**src/rtl/axi4_mem_pkg.sv**
```systemverilog
// Shared types and constants for the AXI4-to-single-port-RAM bridge.
package axi4_mem_pkg;

    localparam logic [1:0] OKAY   = 2'b00;
    localparam logic [1:0] DECERR = 2'b11;

    typedef enum logic [2:0] {
        IDLE,
        WR_DATA,
        WR_RESP,
        RD_ADDR,
        RD_DATA
    } state_t;

    // Number of byte-offset bits stripped from an AXI address to form a word address.
    function automatic int byte_off_w(input int data_w);
        return $clog2(data_w / 8);
    endfunction

endpackage

```
**src/rtl/rr_arb2.sv**
```systemverilog
// Two-requester round-robin arbiter; on a tie the side not granted last wins.
module rr_arb2 (
    input  logic clk,
    input  logic rst,
    input  logic req_w,
    input  logic req_r,
    input  logic accept,
    output logic grant_w,
    output logic grant_r
);

    logic last_read;

    assign grant_w = req_w && (!req_r || last_read);
    assign grant_r = req_r && (!req_w || !last_read);

    // NOTE: state registers use non-blocking assignments so every flop samples pre-edge values.
    always_ff @(posedge clk) begin
        if (rst) begin
            last_read <= 1'b0;
        end else if (accept) begin
            last_read <= grant_r;
        end
    end

endmodule

```
**src/rtl/axi4_mem_arbiter.sv**
```systemverilog
// AXI4 slave serving one burst at a time from a single-port RAM, arbitrating AW vs AR.
// Optional macro AXI_MEM_RANGE_CHECK_EN: bursts starting beyond the RAM return DECERR.
module axi4_mem_arbiter
    import axi4_mem_pkg::*;
#(
    parameter int ID_W   = 4,
    parameter int ADDR_W = 32,
    parameter int DATA_W = 64,
    parameter int MEM_AW = 14
) (
    input  logic                  clk,
    input  logic                  rst,
    input  logic                  aw_valid,
    output logic                  aw_ready,
    input  logic [ID_W-1:0]       aw_id,
    input  logic [ADDR_W-1:0]     aw_addr,
    input  logic [7:0]            aw_len,
    input  logic [1:0]            aw_burst,
    input  logic                  w_valid,
    output logic                  w_ready,
    input  logic [DATA_W-1:0]     w_data,
    input  logic [DATA_W/8-1:0]   w_strb,
    input  logic                  w_last,
    output logic                  b_valid,
    input  logic                  b_ready,
    output logic [ID_W-1:0]       b_id,
    output logic [1:0]            b_resp,
    input  logic                  ar_valid,
    output logic                  ar_ready,
    input  logic [ID_W-1:0]       ar_id,
    input  logic [ADDR_W-1:0]     ar_addr,
    input  logic [7:0]            ar_len,
    input  logic [1:0]            ar_burst,
    output logic                  r_valid,
    input  logic                  r_ready,
    output logic [ID_W-1:0]       r_id,
    output logic [DATA_W-1:0]     r_data,
    output logic [1:0]            r_resp,
    output logic                  r_last,
    output logic                  mem_en,
    output logic [DATA_W/8-1:0]   mem_we,
    output logic [MEM_AW-1:0]     mem_addr,
    output logic [DATA_W-1:0]     mem_wdata,
    input  logic [DATA_W-1:0]     mem_rdata
);

    localparam int OFF_W = byte_off_w(DATA_W);

    state_t              state, state_nx;
    logic [ID_W-1:0]     id_q;
    logic [MEM_AW-1:0]   addr_q;
    logic [7:0]          len_q;
    logic [7:0]          beat_q;
    logic                err_q;
    logic                fresh_q;
    logic [DATA_W-1:0]   rdata_q;
    logic                grant_w, grant_r;
    logic [ADDR_W-1:0]   sel_addr, sel_word;
    logic                sel_err;
    logic                unused_ok;

    rr_arb2 u_arb (
        .clk     (clk),
        .rst     (rst),
        .req_w   (aw_valid),
        .req_r   (ar_valid),
        .accept  ((aw_valid && aw_ready) || (ar_valid && ar_ready)),
        .grant_w (grant_w),
        .grant_r (grant_r)
    );

    assign sel_addr = grant_r ? ar_addr : aw_addr;
    assign sel_word = sel_addr >> OFF_W;
`ifdef AXI_MEM_RANGE_CHECK_EN
    assign sel_err  = |(sel_word >> MEM_AW);
`else
    assign sel_err  = 1'b0;
`endif
    assign unused_ok = ^{aw_burst, ar_burst, sel_word};

    assign b_id   = id_q;
    assign r_id   = id_q;
    assign b_resp = err_q ? DECERR : OKAY;
    assign r_resp = err_q ? DECERR : OKAY;
    // RAM data is live only in the first RD_DATA cycle; afterwards the captured copy holds it stable.
    assign r_data = err_q ? '0 : (fresh_q ? mem_rdata : rdata_q);

    // NOTE: every output of this block gets a default first, so no path can infer a latch.
    always_comb begin
        state_nx  = state;
        aw_ready  = 1'b0;
        ar_ready  = 1'b0;
        w_ready   = 1'b0;
        b_valid   = 1'b0;
        r_valid   = 1'b0;
        r_last    = 1'b0;
        mem_en    = 1'b0;
        mem_we    = '0;
        mem_addr  = addr_q;
        mem_wdata = w_data;
        if (!rst) begin
            case (state)
                IDLE: begin
                    aw_ready = grant_w;
                    ar_ready = grant_r;
                    if (grant_w)      state_nx = WR_DATA;
                    else if (grant_r) state_nx = RD_ADDR;
                end
                WR_DATA: begin
                    w_ready = 1'b1;
                    if (w_valid) begin
                        mem_en = !err_q;
                        mem_we = err_q ? '0 : w_strb;
                        if (w_last || beat_q == len_q) state_nx = WR_RESP;
                    end
                end
                WR_RESP: begin
                    b_valid = 1'b1;
                    if (b_ready) state_nx = IDLE;
                end
                RD_ADDR: begin
                    mem_en   = 1'b1;
                    state_nx = RD_DATA;
                end
                RD_DATA: begin
                    r_valid = 1'b1;
                    r_last  = (beat_q == len_q);
                    if (r_ready) state_nx = r_last ? IDLE : RD_ADDR;
                end
                default: state_nx = IDLE;
            endcase
        end
    end

    always_ff @(posedge clk) begin
        if (rst) begin
            state   <= IDLE;
            id_q    <= '0;
            addr_q  <= '0;
            len_q   <= '0;
            beat_q  <= '0;
            err_q   <= 1'b0;
            fresh_q <= 1'b0;
            rdata_q <= '0;
        end else begin
            state   <= state_nx;
            fresh_q <= (state == RD_ADDR);
            if (fresh_q) rdata_q <= mem_rdata;
            case (state)
                IDLE: begin
                    if (grant_w || grant_r) begin
                        id_q   <= grant_r ? ar_id : aw_id;
                        len_q  <= grant_r ? ar_len : aw_len;
                        addr_q <= sel_word[MEM_AW-1:0];
                        beat_q <= '0;
                        err_q  <= sel_err;
                    end
                end
                WR_DATA: begin
                    if (w_valid) begin
                        addr_q <= addr_q + 1'b1;
                        beat_q <= beat_q + 8'd1;
                    end
                end
                RD_DATA: begin
                    if (r_ready && !r_last) begin
                        addr_q <= addr_q + 1'b1;
                        beat_q <= beat_q + 8'd1;
                    end
                end
                default: ;
            endcase
        end
    end

endmodule

```
**config.mk**
```make
export PLATFORM = sky130hd
export DESIGN_NAME = axi4_mem_arbiter
export DESIGN_NICKNAME = d
export VERILOG_FILES = /design/src/rtl/axi4_mem_pkg.sv /design/src/rtl/rr_arb2.sv /design/src/rtl/axi4_mem_arbiter.sv
export SDC_FILE = /design/constraint.sdc
export NUM_CORES = 1
export LEC_CHECK = 0
export CELL_PAD_IN_SITES_DETAIL_PLACEMENT = 1
export CELL_PAD_IN_SITES_GLOBAL_PLACEMENT = 2
export CORE_MARGIN = 2
export CORE_UTILIZATION = 19
export CTS_CLUSTER_DIAMETER = 40
export DETAILED_ROUTE_END_ITERATION = 7
export PLACE_DENSITY_LB_ADDON = 0.05
export REMOVE_ABC_BUFFERS = 1
export SLEW_MARGIN = 25
export SYNTH_ARGS = -nofsm -noshare
export SYNTH_HDL_FRONTEND = slang
export SYNTH_SLANG_ARGS = --single-unit
```
**constraint.sdc**
```tcl
create_clock -name clk -period 4.2 [get_ports clk]
set_input_delay 0.84 -clock clk [delete_from_list [all_inputs] [get_ports clk]]
set_output_delay 0.84 -clock clk [all_outputs]
set_load 0.005 [all_outputs]
```
* Word-level counts from Yosys, hierarchy flattened
Cells that the tools add are included.
** Word-level totals
- Register bits :: 103
- Bits in latches :: 0
- Memory bits (writable) :: 0
- Bits in read-only memories :: 0
- Output and inout bits :: 169
- Word-level logic and storage cells :: 79
- Memories kept :: 0
** Cells by class
- Add/subtract/negate cells :: 2
- $mul :: 0
- Div/mod/pow operators :: 0
- $lt $le $gt $ge :: 0
- Equal/unequal tests :: 12
- Shift operators :: 0
- Multiplexer cells :: 38
- Bitwise logic cells :: 0
- Reduce and logical (&&, ||, !) cells :: 19
** Operators with widths (number)
- $mux W64 :: 1
- $mux W8 :: 7
- $mux W14 :: 3
- $pmux W14 S3 :: 1
- $pmux W8 S3 :: 1
- $mux W3 :: 6
- $mux W17 :: 1
- $pmux W3 S5 :: 1
- $add A14 B1 Y14 const B :: 1
- $mux W1 :: 14
- $ne A2 B2 Y1 const B :: 6
- $add A8 B1 Y8 const B :: 1
- $eq A8 B8 Y1 :: 1
- $eq A3 B2 Y1 const B :: 2
- $logic_and A1 B1 Y1 :: 5
- $logic_or A1 B1 Y1 :: 5
- $reduce_and A5 Y1 :: 1
- $logic_not A1 Y1 :: 4
- $mux W4 :: 1
- $reduce_and A4 Y1 :: 1
- $eq A3 B1 Y1 const B :: 1
- $eq A3 B3 Y1 const B :: 1
- $logic_not A3 Y1 :: 1
- $ne A3 B3 Y1 const B :: 1
- other kinds (4) :: 4

* Longest topological paths before layout
- Depth after elaboration :: 7
- Mapped depth :: 8

* Cells and area by module
Synthesis repeated with hierarchy kept, for this count alone.
** Unflattened totals
- Cell total of the unflattened synthesis :: 590
- Area total of the unflattened synthesis :: 5539.1 um^2
** Modules (own cells, without submodules)
- axi4_mem_arbiter :: times used 1, cells each 583, area each 5471.5 um^2, sequential area each 2042.0 um^2
- rr_arb2 :: times used 1, cells each 7, area each 67.6 um^2, sequential area each 20.0 um^2

* Worst setup path before layout
Ideal clock, no wire load.
- Path type :: input -> output
- From :: input port rst
- To :: output port mem_we[0]
- Data arrival time :: 1.717 ns
- Setup slack :: 1.643 ns
- Stages on the path :: 3
- Path buffers :: 1
- Cells stage by stage :: clkbuf_1 nor3_1 and3_1
** Between the ends
- Longest elaborated chain between the ends :: 1
** RTL lines
- start, declared :: line axi4_mem_arbiter.sv:12 : input logic rst,
- $mux W8 :: line axi4_mem_arbiter.sv:101 : if (!rst) begin
- end, declared :: line axi4_mem_arbiter.sv:41 : output logic [DATA_W/8-1:0] mem_we,
No other way between the ends.

* Final worst setup path
- From :: input port rst
- To :: output port mem_we[6]
Same word-level chain as after synthesis.

==> flow_metrics.tcl <==
set metrics [dict create \
    final.min_clock_period_ns 3.47 \
    drc 0 \
    criticalPathCategory "input pin to output pin" \
    ys_types 61 \
    setup.worst_path.end_class "output pin" \
    cp_data_arrival_time_ns 2.63 \
    setup_viol 0 \
    cts.sinks 103 \
    cts_resized 0 \
    layout_common_cells "clkdlybuf4s50_1, dfxtp_1, and2_1" \
    layout_commonest_cell "clkdlybuf4s50_1" \
    hold_viol 0 \
    grt_pass1_vias 5360 \
    num_vias 5077 \
    place_inst 1138 \
    crit_fanout 14 \
    wl_per_cell_um 25.5 \
    fin_crit_sh_pct 82.6 \
    drt-pass1-iter-count 4 \
    via_per_inst 4.39 \
    whs_ns 0.486 \
    ys_seq_area_share_pct 36.9 \
    core_area_um2 28800 \
    ys_ff_latch 103 \
    clockBufferDepth 2 \
    async_flop_share_pct 0 \
    synthFlopType "dfxtp_1" \
    ioPinCount 405 \
    grt-ovfl-total 0 \
    die_w_um 175 \
    cts_setup_buffers 0 \
    hold_buffers 0 \
    power_frac_comb_pct 40.4 \
    fin_cells 1157 \
    maxSlewViolCount 0 \
    netlist_instances 619 \
    drtIter0Drc 157 \
    grt_usage_pct 18.9 \
    slew_headroom_pct 30.9 \
    antenna_left 0 \
    gp_congestion 0.791 \
    io_buffers 232 \
    area.growth.synth_to_final_pct 44.4 \
    clkTransAtPathRegs_ns 0.08 \
    fillers 3308 \
    internal-power_w 0.00231 \
    cts_made_buffers 9 \
    p_sw_w 0.00135 \
    antenna_found_initial 3 \
    h-tree-depth 3 \
    fmax_mhz 288 \
    drive_above_1_share_pct 14.5 \
    hold_path_class "flop to flop" \
    wirelength_mm 29.5 \
    worstPathRequired_ns 3.36 \
    status "completed" \
    cts_tree "done" \
    power_density_nw_per_um2 454 \
    seqPwrFrac_pct 35.4 \
    grt_max_degree 65 \
    dp.final_hpwl_mm 23.8 \
    maxCapViolCount 0 \
    root_buffer "clkbuf_16" \
    dieArea_um2 30800 \
    synth_area_um2 5580 \
    rsz0062_at_grt "false" \
    power_frac_clock_pct 24.3 \
    p_leak_nw 2.99 \
    initial_core_util_pct 19.4 \
    rows 62 \
    syn_area_per_cell_um2 9.02 \
    clock_latency_ns 0.36 \
    finClkSkew_ns 0.00804 \
    start_kind "input pin" \
    die_h_um 175 \
    nets 1003 \
    ir_worst_vdd_v 0.000269 \
    synth-edff-count 0 \
    grt_pass1_wl_mm 41.6 \
    switching_share_pct 36.9 \
    tightest_slew_ns 1.03 \
    tns_ns 0 \
    yosysWarnings 0 \
]
-- path summary, 6_finish.rpt --
kind	slack (ns)	cells after the start	to	from
hold / removal	0.49	2	mem_addr[13]	mem_addr[13]
setup / recovery	0.73	6	mem_we[6]	rst
hold reg to reg	0.49	2	mem_addr[13]	mem_addr[13]
setup reg to reg	1.85	5	beat_q[5]	state[2]
-- power groups by stage --
stage	Sequential [W]	Combinational (W)	Clock [W]
floorplan	0.00129	0.000740	0
global placement	0.00131	0.00150	0
detailed placement	0.00132	0.00151	0
CTS	0.00130	0.00151	0.000937
global route	0.00132	0.00164	0.000971
finish	0.00129	0.00148	0.000888
-- sequential cells by signal (all words and copies together), names as in the netlist --
name             flops
rdata_q             64
mem_addr            14
beat_q               8
len_q                8
b_id                 4
state                3
fresh_q              1
u_arb.last_read      1
-- kinds of logic (layout without fill, tap and decap cells) --
kind of cell    count (synthesis)  after routing  share of synthesized area (%)
simple gates                  219            219                           21.6
buf+inv                       120            268                           13.7
flops                         103            103                           36.9
compound gates                100            100                           12.7
mux                            66             66                           13.3
xor+xnor                        8              8                           1.26
fa+ha+maj                       2              2                          0.448
other cells                     1              7                         0.0672
-- synthesized netlist by cell type (all sizes together), types with 5 or more instances --
cell      n  area share (%)
a31oi     6            0.67
clkbuf   22             1.5
nor3     13             1.5
nor2     32             2.3
xnor2     8             1.3
a21oi    30             2.8
nor4      6            0.78
or4       6            0.81
dfxtp   103              37
buf      88              12
nand2    59             4.0
and3     12             1.3
inv      10            0.72
o31ai    11             1.5
nand3    10             1.1
and2     65             7.3
o311ai    5            0.78
mux2     64              13
o21ai    10            0.90
a311oi   12             1.9
nand4     6            0.67
-- critical path, cell delays in order --
cell and delay [ns]:
clkdlybuf4s50_1 0.49, buf_4 0.24, nor3_1 0.21, buf_4 0.18, and3_1 0.17, clkdlybuf4s50_1 0.50
-- per-stage QoR --
stage | instance area, um^2 | setup WS [ns] | util [%] | power [W]
finish | 8060 | 0.731 | 28.0 | 0.00366
global route | 8050 | 0.580 | 28.0 | 0.00393
CTS | 8050 | 0.706 | 28.0 | 0.00375
detailed placement | 7750 | 0.708 | 26.9 | 0.00283
global placement | 7750 | 0.698 | 26.9 | 0.00281
floorplan | 4870 | 1.25 | - | 0.00203
-- layout make-up --
type,instances,area (um^2),share of cell area (%)
inverters,10,40.0,0.497
diodes,3,7.51,0.0932
multi-input cells,399,2770,34.4
well taps,384,480,5.96
repair buffers,242,2400,29.7
clock inverters,7,72.6,0.900
flip-flops and latches,103,2060,25.6
clock buffers,9,225,2.79
-- layer usage --
metal | global-route usage, % | up-vias | wire, um
met5 | 5.45 | - | 237
met4 | 3.68 | 4 | 291
met3 | 19.0 | 21 | 6480
met2 | 30.6 | 309 | 13200
met1 | 16.4 | 2346 | 9260
li1 | - | 2397 | -
No activity file was read; power rests on OpenSTA's default activity.
==> patch 1: new RTL, same settings <==
Add a define of `AXI_MEM_RANGE_CHECK_EN`.
--- a/src/rtl/axi4_mem_arbiter.sv
+++ b/src/rtl/axi4_mem_arbiter.sv
@@ -1,5 +1,7 @@
 // AXI4 slave serving one burst at a time from a single-port RAM, arbitrating AW vs AR.
 // Optional macro AXI_MEM_RANGE_CHECK_EN: bursts starting beyond the RAM return DECERR.
+`define AXI_MEM_RANGE_CHECK_EN
+
 module axi4_mem_arbiter
     import axi4_mem_pkg::*;
 #(
Formal check against the unedited RTL: not equivalent (a bounded check fails within 4 cycles, from zero or initial values and one cycle with rst high).
==> patch 1 against the unedited design <==
Worst setup slack better by 0.19 ns; synthesized area is 1.4% higher; design area is 5.3% higher; wire length is 6.8% lower; power is 6.0% higher; non-clock buffer count is 33 higher; sequential cell count is 1 higher; fmax is 5.8% higher; critical endpoint is now mem_we[4].
==> patch 1: results (changes against the unedited design) <==
* CP Capture Point: mem_we[4] (was mem_we[6])
* Layout cells sized above 1 at 0.0477 (was 0.145)
* Placer Congestion at 0.771 (was 0.791)
* Post-DP Area at 8160 um^2 (was 7750 um^2)
* Fmax achieved at 305 MHz (was 288 MHz)
* Max reg flops at 64 (unchanged)
* Synth area leaders: dfxtp_1 37%, mux2i_1 12%, nor2_1 11% (was dfxtp_1 37%, mux2_2 13%, buf_4 10%)
* Routed len/inst at 21.6 um (was 25.5 um)
* Num CTS Buffers at 9 (unchanged)
* Vias/cell at 4.47 (was 4.39)
* R2R Setup Slk at 1.74 ns (was 1.85 ns)
* Reg-to-Reg End: mem_addr[0] (was beat_q[5])
* FF-to-FF path depth at 6 (was 5)
* All-Layer GR Usage at 0.173 (was 0.189)
* Final Net Count at 1113 (was 1003)
* Drt first-iter violations at 178 (was 157)
* Final Skew at 0.0125 ns (was 0.00804 ns)
* Commonest cells post-synth: 159 x nor2_1, 104 x dfxtp_1, 75 x buf_4, 68 x mux2i_1, 67 x nand2_1 (was 103 x dfxtp_1, 75 x buf_4, 65 x and2_1, 64 x mux2_2, 58 x nand2_1)
* Worst EP arrival at 2.44 ns (was 2.63 ns)
* Reg-to-Reg Start: state[2] (unchanged)
* Outcome: completed (unchanged)
* Vias in the first global route at 5919 (was 5360)
* DR pass1 iterations at 4 (unchanged)
* Maximum level of the CTS H-tree at 3 (unchanged)
* Synth warn at 0 (unchanged)
* Post-synth cell types at 54 (was 61)
* Filler Cells Inserted at 3458 (was 3308)
* Post-CTS setup buffers at 0 (unchanged)
* Async SR Flop Fraction at 0 (unchanged)
* CP max stage cell: clkdlybuf4s50_1 (unchanged)
* Register area share after synthesis at 0.368 (was 0.369)
* Min-delay worst type: reg -> reg (unchanged)
* Post-placement setup slack at 0.906 ns (was 0.708 ns)
* Syn Inst Count at 707 (was 619)
* CP top delay family: buffers and inverters (unchanged)
* P_leak at 3.12 nW (was 2.99 nW)
* Clock-pin slew on the worst setup and hold paths at 0.07 ns
* First-pass GRT wire length at 39600 um (was 41600 um)
* Worst path max stage delay at 0.54 ns (was 0.50 ns)
* Slew @ Worst Pin at 0.993 ns (was 1.03 ns)
* Largest net degree at the start of global routing at 76 (was 65)
* Hpwl dp at 21000 um (was 23800 um)
* Clk_lat worst skew at between 0.3 and 0.4 ns
* Initial antenna violation count at 1 (was 3)
* Clk buf depth at 2 (unchanged)
* Hold path depth at 2 (unchanged)
* Setup crit start: w_valid (was rst)
* IO buf count at 266 (was 232)
* Main flop type after synthesis: dfxtp_1 (unchanged)
* CP max FO at 9 (was 14)
* Worst VDD drop at 0.183 mV (was 0.269 mV)
## patch 1: how the worst min path moves through the flow
stage / start / end / slack, ns
2_1_floorplan: beat_q[7] / beat_q[7] / 0.46
3_3_place_gp: beat_q[7] / beat_q[7] / 0.47
3_5_place_dp: rdata_q[60] / rdata_q[60] / 0.48
4_1_cts: beat_q[7] / beat_q[7] / 0.49
5_1_grt: beat_q[7] / beat_q[7] / 0.51
6_report: beat_q[7] / beat_q[7] / 0.48
## patch 1: final cells by class
| cell class | count | area (um^2) | share of cell area |
|---|---|---|---|
| Sequential cell | 104 | 2090 | 0.246 |
| Clock buffer | 10 | 239 | 0.0282 |
| Tap cell | 390 | 488 | 0.0575 |
| Clock inverter | 6 | 85.1 | 0.0100 |
| Antenna cell | 1 | 2.50 | 0.000295 |
| Inverter | 10 | 37.5 | 0.00442 |
| Multi-Input combinational cell | 475 | 2810 | 0.331 |
| Timing Repair Buffer | 275 | 2740 | 0.323 |
## patch 1: tightest hold or removal path: cells and delay by family (launching register included)
kind / cells / cell delay [ns]
multiplexers: 1 / 0.05
flip-flops: 1 / 0.33
AND/OR/NAND/NOR: 1 / 0.06
## patch 1: cell families (layout without fill, tap and decap cells)
family / Yosys count / after routing / share of synthesized area
multiplexers: 68 / 68 / 0.120
AO/OA/AOI/OAI: 97 / 97 / 0.122
AND/OR/NAND/NOR: 299 / 299 / 0.234
buffers and inverters: 128 / 301 / 0.138
flip-flops: 104 / 104 / 0.368
adder cells (fa/ha/maj): 2 / 2 / 0.00442
other: 0 / 1 / 0
XOR/XNOR: 9 / 9 / 0.0139
## patch 1: routing by layer
metal	routed length (um)	track usage	vias up
met3	3880	0.113	27
li1	-	-	2680
met4	433	0.0441	8
met1	12500	0.223	2648
met2	10200	0.225	315
met5	383	0.0946	-
## patch 1: power by group
part / total [mW] / switching (mW) / internal [mW]
sequential: 1.34 / 0.194 / 1.14
combinational: 1.60 / 0.813 / 0.788
clock: 0.936 / 0.440 / 0.496
## patch 1: metrics by stage
step | std cells | hold slack (ns) | power (mW) | utilization
6_report | 1271 | 0.483 | 3.87 | 0.288
5_1_grt | 1271 | 0.514 | 4.17 | 0.288
4_1_cts | 1270 | 0.488 | 3.96 | 0.288
3_5_place_dp | 1254 | 0.475 | 2.98 | 0.277
3_3_place_gp | 1254 | 0.465 | 2.96 | 0.277
2_1_floorplan | 589 | 0.455 | 2.09 | -
==> patch 2: new RTL, same settings <==
Made on the original files. Re-encode `state_t` (5 states) as one-hot, 5 bits wide.
--- a/src/rtl/axi4_mem_pkg.sv
+++ b/src/rtl/axi4_mem_pkg.sv
@@ -4,12 +4,12 @@
     localparam logic [1:0] OKAY   = 2'b00;
     localparam logic [1:0] DECERR = 2'b11;
 
-    typedef enum logic [2:0] {
-        IDLE,
-        WR_DATA,
-        WR_RESP,
-        RD_ADDR,
-        RD_DATA
+    typedef enum logic [4:0] {
+        IDLE    = 5'b00001,
+        WR_DATA = 5'b00010,
+        WR_RESP = 5'b00100,
+        RD_ADDR = 5'b01000,
+        RD_DATA = 5'b10000
     } state_t;
 
     // Number of byte-offset bits stripped from an AXI address to form a word address.
Check against the original RTL: no difference found for any inputs over 4 cycles, from zero or initial values and one cycle with rst high; so few cycles prove little.
==> patch 2 against the unedited design <==
Sequential share of layout area grew 0.31 points; largest power group unchanged; synthesized area grew 1.4%; worst setup slack gained 0.10 ns; power shrank 3.8%; sequential cell count grew 2; clock power shrank 2%; wire length shrank 7.9%; design area grew 0.71%; combinational power shrank 9%.
==> patch 2: results (changes against the unedited design) <==
* Layout cells sized above 1 at 0.142 (was 0.145)
* Routed wl met3 at 5080 um (was 6480 um)
* Final Net Count at 1012 (was 1003)
* All-Layer GR Usage at 0.170 (was 0.189)
* Drt first-iter violations at 174 (was 157)
* Vias/cell at 4.35 (was 4.39)
* Dpl cells at 1153 (was 1138)
* Synth Area in Adders at 0.00442 (was 0.00448)
* Met2 Routed Length at 12100 um (was 13200 um)
* CP max stage cell: nor4_1 (was clkdlybuf4s50_1)
* WL met1 at 9490 um (was 9260 um)
* CP max FO at 12 (was 14)
* First-pass GRT wire length at 38100 um (was 41600 um)
* Hpwl dp at 21600 um (was 23800 um)
* Placer Congestion at 0.749 (was 0.791)
* Commonest cells post-synth: 105 x dfxtp_1, 74 x buf_4, 65 x and2_1, 64 x mux2_2, 57 x nand2_1 (was 103 x dfxtp_1, 75 x buf_4, 65 x and2_1, 64 x mux2_2, 58 x nand2_1)
* Xor/xnor cell area share of the yosys netlist at 0.0155 (was 0.0126)
* Initial antenna violation count at 0 (was 3)
* Worst EP arrival at 2.53 ns (was 2.63 ns)
* P_leak at 3.08 nW (was 2.99 nW)
* ANT cells at 0 (was 3)
* Routed len/inst at 23.2 um (was 25.5 um)
* Outcome: completed (unchanged)
* Vias in the first global route at 5231 (was 5360)
* Relative slew slack at 0.414 (was 0.309)
* Final instance area at 8120 um^2 (was 8060 um^2)
* Share of synthesized area spent on multiplexers at 0.134 (was 0.133)
* Synth Area in Compound Gates at 0.119 (was 0.127)
* Worst VDD drop at 0.180 mV (was 0.269 mV)
* Final Skew at 0.0160 ns (was 0.00804 ns)
* Post-DP Area at 7820 um^2 (was 7750 um^2)
* Net Sw Frac at 0.355 (was 0.369)
patch 2: cell count changes after synthesis, sizes merged, moves of 4 or more:
cell / before / now
a21oi: 30 / 19
nand3: 10 / 21
xor2: 0 / 8
clkbuf: 22 / 29
o31ai: 11 / 5
xnor2: 8 / 2
o21ai: 10 / 15
a31o: 0 / 4
and3: 12 / 16
inv: 10 / 6
or2: 0 / 4
or4: 6 / 2
patch 2: metal layers:
| layer | track usage | up-vias |
|---|---|---|
| li1 | - | 2418 |
| met1 | 0.170 | 2372 |
| met2 | 0.268 | 276 |
| met3 | 0.142 | 15 |
| met4 | 0.0306 | 6 |
| met5 | 0.0657 | - |
patch 2: path summary, 6_finish.rpt:
check / startpoint / to / slack (ns) / cells past startpoint
setup reg to reg: state[0] / mem_addr[7] / 1.75 / 6
hold / removal: mem_addr[13] / mem_addr[13] / 0.49 / 2
hold reg to reg: mem_addr[13] / mem_addr[13] / 0.49 / 2
setup / recovery: beat_q[4] / r_last / 0.83 / 6
patch 2: area by class of cell:
class | count | area share
Clock inverter | 7 | 0.00894
Multi-Input combinational cell | 409 | 0.346
Sequential cell | 105 | 0.259
Tap cell | 390 | 0.0601
Timing Repair Buffer | 243 | 0.296
Inverter | 6 | 0.00277
Clock buffer | 9 | 0.0277
patch 2: logic make-up after synthesis:
logic type,Yosys count
adder cells (fa/ha/maj),2
buffers and inverters,120
flip-flops,105
AO/OA/AOI/OAI,95
other,1
multiplexers,68
XOR/XNOR,10
AND/OR/NAND/NOR,230
patch 2: power by group through the flow:
| stage | Clock [mW] | Sequential [mW] | Combinational (mW) |
|---|---|---|---|
| 2_1_floorplan | 0 | 1.30 | 0.623 |
| 4_1_cts | 0.932 | 1.30 | 1.38 |
| 5_1_grt | 0.957 | 1.33 | 1.49 |
| 3_3_place_gp | 0 | 1.32 | 1.37 |
| 6_report | 0.874 | 1.30 | 1.34 |
| 3_5_place_dp | 0 | 1.33 | 1.38 |
patch 2: tightest hold or removal path, stage by stage, from the launching register on:
cell,delay (ns)
dfxtp_1,0.33
nand2_1,0.06
o32ai_1,0.05
